`config.mk`:
```
export PLATFORM = sky130hd
export DESIGN_NAME = uart_rx_cmd_ctrl
export DESIGN_NICKNAME = d
export VERILOG_FILES = /design/src/rtl/uart_rx_cmd_ctrl.sv
export SDC_FILE = /design/constraint.sdc
export NUM_CORES = 1
export LEC_CHECK = 0
export CAP_MARGIN = 0
export CORE_ASPECT_RATIO = 0.9
export CORE_MARGIN = 4
export CORE_UTILIZATION = 37
export DETAILED_ROUTE_END_ITERATION = 12
export SKIP_LAST_GASP = 1
export SLEW_MARGIN = 20
export SYNTH_ARGS = -nofsm -noshare
export SYNTH_HDL_FRONTEND = slang
export SYNTH_SLANG_ARGS = --single-unit
```
`constraint.sdc`:
```
create_clock -name Clk -period 2.55 [get_ports Clk]
set_clock_uncertainty 0.2 [all_clocks]
set_input_delay 0.51 -clock Clk [delete_from_list [all_inputs] [get_ports Clk]]
set_output_delay 0.51 -clock Clk [all_outputs]
set_load 0.05 [all_outputs]
```
`src/rtl/uart_rx_cmd_ctrl.sv`:
```
// uart_rx_cmd_ctrl: turns the UART receiver's byte stream into HEADER/ADDR/DATA/CSUM command frames.
// An inter-byte timeout is compiled in only when UART_CMD_TIMEOUT_EN is defined.
module uart_rx_cmd_ctrl #(
  parameter logic [7:0] HEADER       = 8'hA5,
  parameter int         CLOCK_FREQ   = 50_000_000,
  parameter int         BAUD         = 9600,
  parameter int         TIMEOUT_BITS = 20,
  parameter int         TIMEOUT_CLKS = CLOCK_FREQ / BAUD * TIMEOUT_BITS
) (
  input  logic       Clk,
  input  logic       Reset,
  input  logic [7:0] Rx_Data,
  input  logic       Rx_Done,
  output logic       Wr_En,
  output logic [7:0] Wr_Addr,
  output logic [7:0] Wr_Data,
  output logic       Pkt_Err,
  output logic [7:0] Err_Cnt,
  output logic       Busy
);

  typedef enum logic [1:0] {S_IDLE, S_ADDR, S_DATA, S_CSUM} state_t;

  state_t     state;
  state_t     next_state;
  logic [7:0] addr_q;
  logic [7:0] data_q;
  logic [7:0] csum_exp;
  logic       accept;
  logic       csum_err;
  logic       frame_err;
  logic       latch_addr;
  logic       latch_data;
  logic       timeout;

  assign csum_exp = addr_q + data_q;
  assign Busy     = (state != S_IDLE);

`ifdef UART_CMD_TIMEOUT_EN
  localparam int            TW         = $clog2(TIMEOUT_CLKS + 1);
  localparam logic [TW-1:0] TIMER_LAST = TW'(TIMEOUT_CLKS - 1);

  logic [TW-1:0] timer;

  // A byte arriving on the expiry cycle wins, so Rx_Done masks the timeout.
  assign timeout = Busy && !Rx_Done && (timer == TIMER_LAST);

  always_ff @(posedge Clk) begin
    if (Reset) begin
      timer <= '0;
    end else if (Rx_Done || !Busy || timeout) begin
      timer <= '0;
    end else begin
      timer <= timer + TW'(1);
    end
  end
`else
  assign timeout = 1'b0;
`endif

  assign frame_err = csum_err || timeout;

  always_ff @(posedge Clk) begin
    if (Reset) begin
      state <= S_IDLE;
    end else begin
      state <= next_state;
    end
  end

  always_comb begin
    next_state = state;
    accept     = 1'b0;
    csum_err   = 1'b0;
    latch_addr = 1'b0;
    latch_data = 1'b0;
    if (Rx_Done) begin
      case (state)
        S_IDLE: begin
          if (Rx_Data == HEADER) begin
            next_state = S_ADDR;
          end
        end
        S_ADDR: begin
          latch_addr = 1'b1;
          next_state = S_DATA;
        end
        S_DATA: begin
          latch_data = 1'b1;
          next_state = S_CSUM;
        end
        S_CSUM: begin
          next_state = S_IDLE;
          if (Rx_Data == csum_exp) begin
            accept = 1'b1;
          end else begin
            csum_err = 1'b1;
          end
        end
        default: next_state = S_IDLE;
      endcase
    end else if (timeout) begin
      next_state = S_IDLE;
    end
  end

  // Bad frames only touch Pkt_Err/Err_Cnt; the write port keeps its last good frame.
  always_ff @(posedge Clk) begin
    if (Reset) begin
      Wr_En   <= 1'b0;
      Wr_Addr <= 8'h00;
      Wr_Data <= 8'h00;
      Pkt_Err <= 1'b0;
      Err_Cnt <= 8'h00;
      addr_q  <= 8'h00;
      data_q  <= 8'h00;
    end else begin
      Wr_En   <= accept;
      Pkt_Err <= frame_err;
      if (latch_addr) begin
        addr_q <= Rx_Data;
      end
      if (latch_data) begin
        data_q <= Rx_Data;
      end
      if (accept) begin
        Wr_Addr <= addr_q;
        Wr_Data <= data_q;
      end
      if (frame_err && (Err_Cnt != 8'hFF)) begin
        Err_Cnt <= Err_Cnt + 8'd1;
      end
    end
  end

endmodule

```
==> results by group, run 1 <==
Run status
  • Run status: complete, but fails checks
  • Failing checks: setup timing

Synthesis
  • #FFs+latches synth: between 40 and 50
  • Asr flop ratio synth: 0
  • Main synth FF type: dfxtp_1
  • Area of the mapped netlist: about 0.0022 sq mm
  • Unique cell type count in the Yosys netlist: 43
  • Number of synthesized flops with an enable pin: 0
  • Gate Count Post-Synth: between 200 and 250
  • Yosys warning count: 0
  • Seq/Total Area, Yosys: 0.404
  • Avg Cell Area, Syn: between 9 and 10 sq um
  • Synthesized Nets: 265

Power and ir drop
  • Power share of the combinational group: 0.063
  • Internal: ~0.0011 W
  • Switching Share: 0.211
  • Register share of total power: 0.505
  • Psw: between 0.0002 and 0.0003 W
  • Clock power frac: 0.432
  • Pwr Density: ~420 mW/mm^2
  • Leakage power: 1.21 nW
  • Total power: around 0.0014 W
  • Maximum VDD drop: 386 uV

Drt
  • Drt via density: 5.12
  • Drt wl/cell: 14.5 um
  • DRC viols: 0
  • Via count: 2003
  • Iter 0 DRT Violations: between 50 and 60
  • DRT Pass-1 Iters: 4
  • ANT nets after route: 0
  • Post-Route WL: 5670 um

CTS
  • Root buf cell: clkbuf_8
  • Clock latency on the worst-skew pair: about 0.30 ns
  • Clock Path Buffers: 2
  • CTS H-tree lvls: 2
  • Clock transition at path regs: 0.09 ns
  • Clk sinks: 44
  • CTS tree: yes
  • Total CTS buffers: 5

STA
  • Hold Vio Cnt, Final: 0
  • Worst hold slack: between 0.2 and 0.3 ns
  • Final worst slack: -0.309 ns
  • FMAX: 350 MHz
  • RSZ-0062 raised after global routing: yes
  • Slew Viols, Final: 0
  • Slew @ Worst Pin: 0.510 ns
  • Fin crit share: 1.12
  • Min Tclk post-route: 2.86 ns
  • Fin Setup TNS: -6.23 ns
  • Slew margin rel.: 0.659
  • Count of final setup violators: 26

Floorplanning
  • Die area: about 0.0072 sq mm
  • Die W: 88.9 um
  • Chip height: 80.8 um
  • Std-Cell Rows: 26
  • Initial core utilization: 0.383
  • Core Region: 0.00569 sq mm
  • I/O pins: 38

Place
  • HPWL Detailed: about 4000 um
  • Routability cong.: 0.855
  • Port bufs: 37
  • Post-place setup slack: -0.579 ns
  • Cell total after placement: 378

Worst setup path
  • Worst path bufs/invs: 1
  • Crit path max-delay cell type: nor4_4
  • CP top delay family: simple AND/OR/NAND/NOR gates
  • Crit path largest cell delay: about 0.42 ns
  • Crit. End Element: flip-flop
  • Critical Path RT: between 2 and 3 ns
  • Worst Path Arrival: about 2.9 ns
  • CP cell instances: ha_4, fa_2, xnor2_2, xnor2_1, a2111oi_4, nand4_4, nor4_4, buf_6, mux2i_1, nor2_1
  • CP startpoint kind: flip-flop
  • WS Path Type: reg2reg
  • Worst-path fanout max: 8

GRT
  • First-pass GRT wire length: 9470 um
  • Largest net degree at the start of global routing: 24
  • Total GRT Usage: 0.170
  • Initial antenna violation count: 0
  • Gr ovfl total: 0
  • Vias in the first global route: 1992

Finish
  • Final cell count without fillers: a little under 400
  • Diode count: 0
  • Share of layout cells above drive strength 1: 0.252
  • Area grow syn2layout: 47.5%
  • Nets: 344

Worst hold path
  • Min-Delay Path Class: reg2reg

Job
  • Max_cap viols: 0
flip-flops by register name (all words and copies together), names as in the netlist:
name and cells:
Wr_Addr 8, addr_q 8, Wr_Data 8, Wr_En 1, data_q 8, Err_Cnt 8, state 2, Pkt_Err 1
layout by cell type (no fill, tap or decap), drive strengths merged, types with 3 or more instances in the layout:
| master | Yosys | layout |
|---|---|---|
| o21ai | 4 | 4 |
| ha | 12 | 12 |
| inv | 4 | 4 |
| a21o | 3 | 3 |
| nor3 | 5 | 5 |
| nor2 | 23 | 23 |
| nand2 | 21 | 21 |
| buf | 4 | 48 |
| clkdlybuf4s50 | 0 | 36 |
| clkbuf | 8 | 7 |
| o31ai | 3 | 3 |
| nand3 | 22 | 22 |
| xor2 | 4 | 4 |
| xnor2 | 9 | 9 |
| a21oi | 27 | 27 |
| dfxtp | 44 | 44 |
| mux2i | 17 | 17 |
final timing paths:
| path | start | end | slack, ns | depth (start not counted) |
|---|---|---|---|---|
| worst max-delay path | data_q[0] | Wr_Addr[0] | -0.31 | 10 |
| worst max register to register | data_q[0] | Wr_Addr[0] | -0.31 | 10 |
| worst min-delay path | Wr_Data[4] | Wr_Data[4] | 0.30 | 2 |
| worst min register to register | Wr_Data[4] | Wr_Data[4] | 0.30 | 2 |
stage by stage:
stage,area (sq um),util
6_report,3220,0.565
5_1_grt,3220,0.565
3_5_place_dp,2950,0.517
3_3_place_gp,2950,0.517
4_1_cts,3130,0.551
2_1_floorplan,2230,-
cells in the mapped netlist (2+ instances only):
library cell,n,area [sq um]
nand2_1,21,78.8
o21ai_0,4,20.0
o41ai_1,2,17.5
nor4_1,2,12.5
ha_1,12,150
xor2_1,4,35.0
mux2i_1,17,170
or4b_1,2,20.0
a211oi_1,2,15.0
nand3b_1,2,15.0
clkbuf_1,8,30.0
o31ai_1,3,22.5
a21o_1,3,22.5
o21bai_1,2,15.0
nor3_1,4,20.0
a21oi_1,27,135
xnor2_1,9,78.8
or4_1,2,15.0
nor2_1,23,86.3
buf_1,2,7.51
inv_1,4,15.0
dfxtp_1,44,881
nand3_1,22,110
repair_timing:
action,CTS,global route
hold buffers,0,0
setup endpoints to repair,25,26
endpoints found under the hold margin,0,0
resized for setup,11,10
gates cloned,0,1
setup buffers,1,4
pin swaps,5,8
layout make-up:
type | count | area [sq um]
clock buffer | 7 | 96.3
clock inverter | 1 | 30.0
fill | 529 | 2480
inverter | 4 | 15.0
multi-input combinational | 181 | 1370
sequential | 44 | 887
tap | 70 | 87.6
timing repair buffer | 84 | 732
per-layer routing:
| metal | vias up | wire (um) | global-route usage |
|---|---|---|---|
| li1 | 1023 | - | - |
| met1 | 938 | 2800 | 0.230 |
| met2 | 38 | 2600 | 0.272 |
| met3 | 4 | 209 | 0.0355 |
| met4 | 0 | 57 | 0.0529 |
| met5 | - | 0 | 0 |
kinds of logic after synthesis:
| group | share of synthesized area |
|---|---|
| AND/OR/NAND/NOR | 0.209 |
| AO/OA/AOI/OAI | 0.139 |
| flip-flops | 0.404 |
| multiplexers | 0.0849 |
| buffers and inverters | 0.0327 |
| XOR/XNOR | 0.0522 |
| adder cells (fa/ha/maj) | 0.0780 |
power groups by stage:
stage                     clock network (W)  registers [W]  logic (W)
after CTS                          0.000608       0.000687  0.0000815
after global routing               0.000640       0.000687  0.0000928
after global placement                    0       0.000703  0.0000747
after detailed placement                  0       0.000703  0.0000745
after floorplan                           0       0.000703  0.0000302
final                              0.000588       0.000687  0.0000857
worst min-delay path: cells and delay by family (launching register included):
family / cells / cell delay, ns
multiplexers: 1 / 0.06
AND/OR/NAND/NOR: 1 / 0.07
flip-flops: 1 / 0.33
No activity file was read; power rests on OpenSTA's default activity.
==> inputs of run 2 (changes only) <==
- ABC_CLOCK_PERIOD_IN_PS: default -> 2550
- SKIP_CTS_REPAIR_TIMING: default -> 1
==> run 2 against run 1 <==
  * The flow still finishes with violations (setup timing)
  * Clock-buffer cell count did not move
  * Clock power barely moved
  * Die area did not move
  * Sequential power barely moved
  * Core utilization fell by 0.13 points
  * Hold slack barely moved
  * Critical path depth fell by 1
  * Critical path type unchanged
  * Largest cell class unchanged
==> results by group, run 2 (synthesis gave the netlist of run 1 again) <==
Run status
  • Run status: complete, but fails checks (unchanged)
  • Failing checks: setup timing (unchanged)

Drt
  • Drt wl/cell: 14.5 um (about the same)
  • Post-Route WL: 5670 um (about the same)
  • Via count: 2001 (was 2003)
  • Drt via density: 5.13 (was 5.12)
  • DRC viols: 0 (unchanged)
  • DRT Pass-1 Iters: 4 (unchanged)
  • ANT nets after route: 0 (unchanged)
  • Iter 0 DRT Violations: 56 (was 57)

CTS
  • CTS tree: yes (unchanged)
  • Clk sinks: 44 (unchanged)
  • Clock Path Buffers: 2 (unchanged)
  • CTS H-tree lvls: 2 (unchanged)
  • Root buf cell: clkbuf_8 (unchanged)
  • Clock latency on the worst-skew pair: 0.30 ns (about the same)
  • Total CTS buffers: 5 (unchanged)
  • Clock transition at path regs: 0.09 ns (about the same)

Power and ir drop
  • Total power: 0.00135 W (was 0.00136 W)
  • Maximum VDD drop: 385 uV (was 386 uV)
  • Pwr Density: 422 mW/mm^2 (was 423 mW/mm^2)
  • Leakage power: 1.20 nW (was 1.21 nW)

Floorplanning
  • Die W: 88.9 um (unchanged)
  • Chip height: 80.8 um (unchanged)
  • Initial core utilization: 0.383 (unchanged)
  • Die area: 0.00719 sq mm (unchanged)
  • Std-Cell Rows: 26 (unchanged)
  • I/O pins: 38 (unchanged)
  • Core Region: 0.00569 sq mm (unchanged)

GRT
  • Total GRT Usage: 0.165 (was 0.170)
  • Gr ovfl total: 0 (unchanged)
  • First-pass GRT wire length: 9170 um (was 9470 um)
  • Largest net degree at the start of global routing: 24 (unchanged)
  • Initial antenna violation count: 0 (unchanged)
  • Vias in the first global route: 1948 (was 1992)

STA
  • FMAX: 344 MHz (was 350 MHz)
  • Slew margin rel.: 0.659 (about the same)
  • RSZ-0062 raised after global routing: yes (unchanged)
  • Hold Vio Cnt, Final: 0 (unchanged)
  • Slew @ Worst Pin: 0.510 ns (about the same)
  • Fin crit share: 1.14 (was 1.12)
  • Slew Viols, Final: 0 (unchanged)
  • Min Tclk post-route: 2.91 ns (was 2.86 ns)
  • Final worst slack: -0.356 ns (was -0.309 ns)
  • Count of final setup violators: 26 (unchanged)

Place
  • Port bufs: 37 (unchanged)
  • HPWL Detailed: 3980 um (unchanged)
  • Routability cong.: 0.855 (unchanged)
  • Post-place setup slack: -0.579 ns (unchanged)
  • Cell total after placement: 378 (unchanged)

Worst setup path
  • Crit path largest cell delay: 0.40 ns (was 0.42 ns)
  • Crit path depth: 9 (was 10)
  • CP top delay family: compound AO/OA/AOI/OAI gates (was simple AND/OR/NAND/NOR gates)
  • Most used cell, CP: xnor2_1
  • Worst r2r path cells: 9 (was 10)
  • Critical Path RT: 2.54 ns (about the same)
  • Worst Path Arrival: 2.90 ns (was 2.85 ns)
  • CP cell instances: ha_4, fa_2, xnor2_1, xnor2_1, a2111oi_4, nand4_4, o311a_4, and4b_1, mux2_4 (was ha_4, fa_2, xnor2_2, xnor2_1, a2111oi_4, nand4_4, nor4_4, buf_6, mux2i_1, nor2_1)
  • Worst-path fanout max: 3 (was 8)
  • WS Path Type: reg2reg (unchanged)
  • CP startpoint kind: flip-flop (unchanged)
  • Crit. End Element: flip-flop (unchanged)
  • Worst path bufs/invs: 0 (was 1)
  • Crit path max-delay cell type: o311a_4 (was nor4_4)

Finish
  • Final cell count without fillers: 390 (was 391)
  • Fillers: 520 (was 529)
  • Area grow syn2layout: 47.2% (was 47.5%)
  • Share of layout cells above drive strength 1: 0.253 (was 0.252)
  • Most common cell after layout, fill and taps aside: buf_4 (unchanged)
  • Diode count: 0 (unchanged)
  • Commonest cells after routing, fill and taps aside: 42 x buf_4, 39 x dfxtp_1, 36 x clkdlybuf4s50_1, 24 x a21oi_1, 23 x nor2_1 (was 45 x buf_4, 39 x dfxtp_1, 36 x clkdlybuf4s50_1, 25 x a21oi_1, 23 x nor2_1)
  • Nets: 343 (was 344)

Worst hold path
  • Min-Delay Path Class: reg2reg (unchanged)
  • Hold depth: 2 (unchanged)

Job
  • Max_cap viols: 0 (unchanged)
run 2: cell count changes in the layout (fill, tap and decap cells not counted), sizes merged:
cell / previous run / this run
buf: 48 / 47
run 2: worst paths after layout:
check / start / to / slack, ns
min reg2reg: Wr_Addr[4] / Wr_Addr[4] / 0.30
max reg2reg: data_q[0] / Err_Cnt[7] / -0.36
min: Wr_Addr[4] / Wr_Addr[4] / 0.30
max: data_q[0] / Err_Cnt[7] / -0.36
run 2: per-layer routing:
layer / GRT usage / vias up / wire, um
li1: - / 1023 / -
met1: 0.227 / 935 / 2800
met2: 0.257 / 34 / 2590
met3: 0.0355 / 9 / 191
met4: 0.0529 / 0 / 90
met5: 0 / - / 0
run 2: through the flow:
stage / TNS, ns / util / area (sq um) / hold WS [ns]
6_report: -6.83 / 0.564 / 3210 / 0.298
5_1_grt: -10.20 / 0.564 / 3210 / 0.325
4_1_cts: -7.66 / 0.540 / 3070 / 0.307
3_5_place_dp: -12.60 / 0.517 / 2950 / 0.283
3_3_place_gp: -11.39 / 0.517 / 2950 / 0.270
2_1_floorplan: -2.06 / - / 2230 / 0.253
run 2: tightest hold or removal path: cells and delay by family (launching register included):
kind,cells,cell delay (ns)
flops,1,0.33
mux,1,0.06
simple gates,1,0.07
run 2: where the power goes:
part | internal [W] | switching (W) | leakage (nW)
registers | 0.000685 | 0.000000308 | 0.357
clock network | 0.000346 | 0.000241 | 0.0645
logic | 0.0000388 | 0.0000426 | 0.776
total | 0.00107 | 0.000284 | 1.20
run 2: area by class of cell:
| type | instances | area, sq um | area share |
|---|---|---|---|
| multi-input cells | 181 | 1360 | 0.423 |
| flip-flops and latches | 44 | 890 | 0.277 |
| repair buffers | 83 | 732 | 0.228 |
| clock buffers | 7 | 96.3 | 0.0300 |
| well taps | 70 | 87.6 | 0.0273 |
| clock inverters | 1 | 30.0 | 0.00936 |
| inverters | 4 | 15.0 | 0.00468 |
==> inputs of run 3 (changes only) <==
- HOLD_SLACK_MARGIN: default -> 0.03
==> results of run 3 <==
Final layout, timing and power as in run 2 (identical DEF).
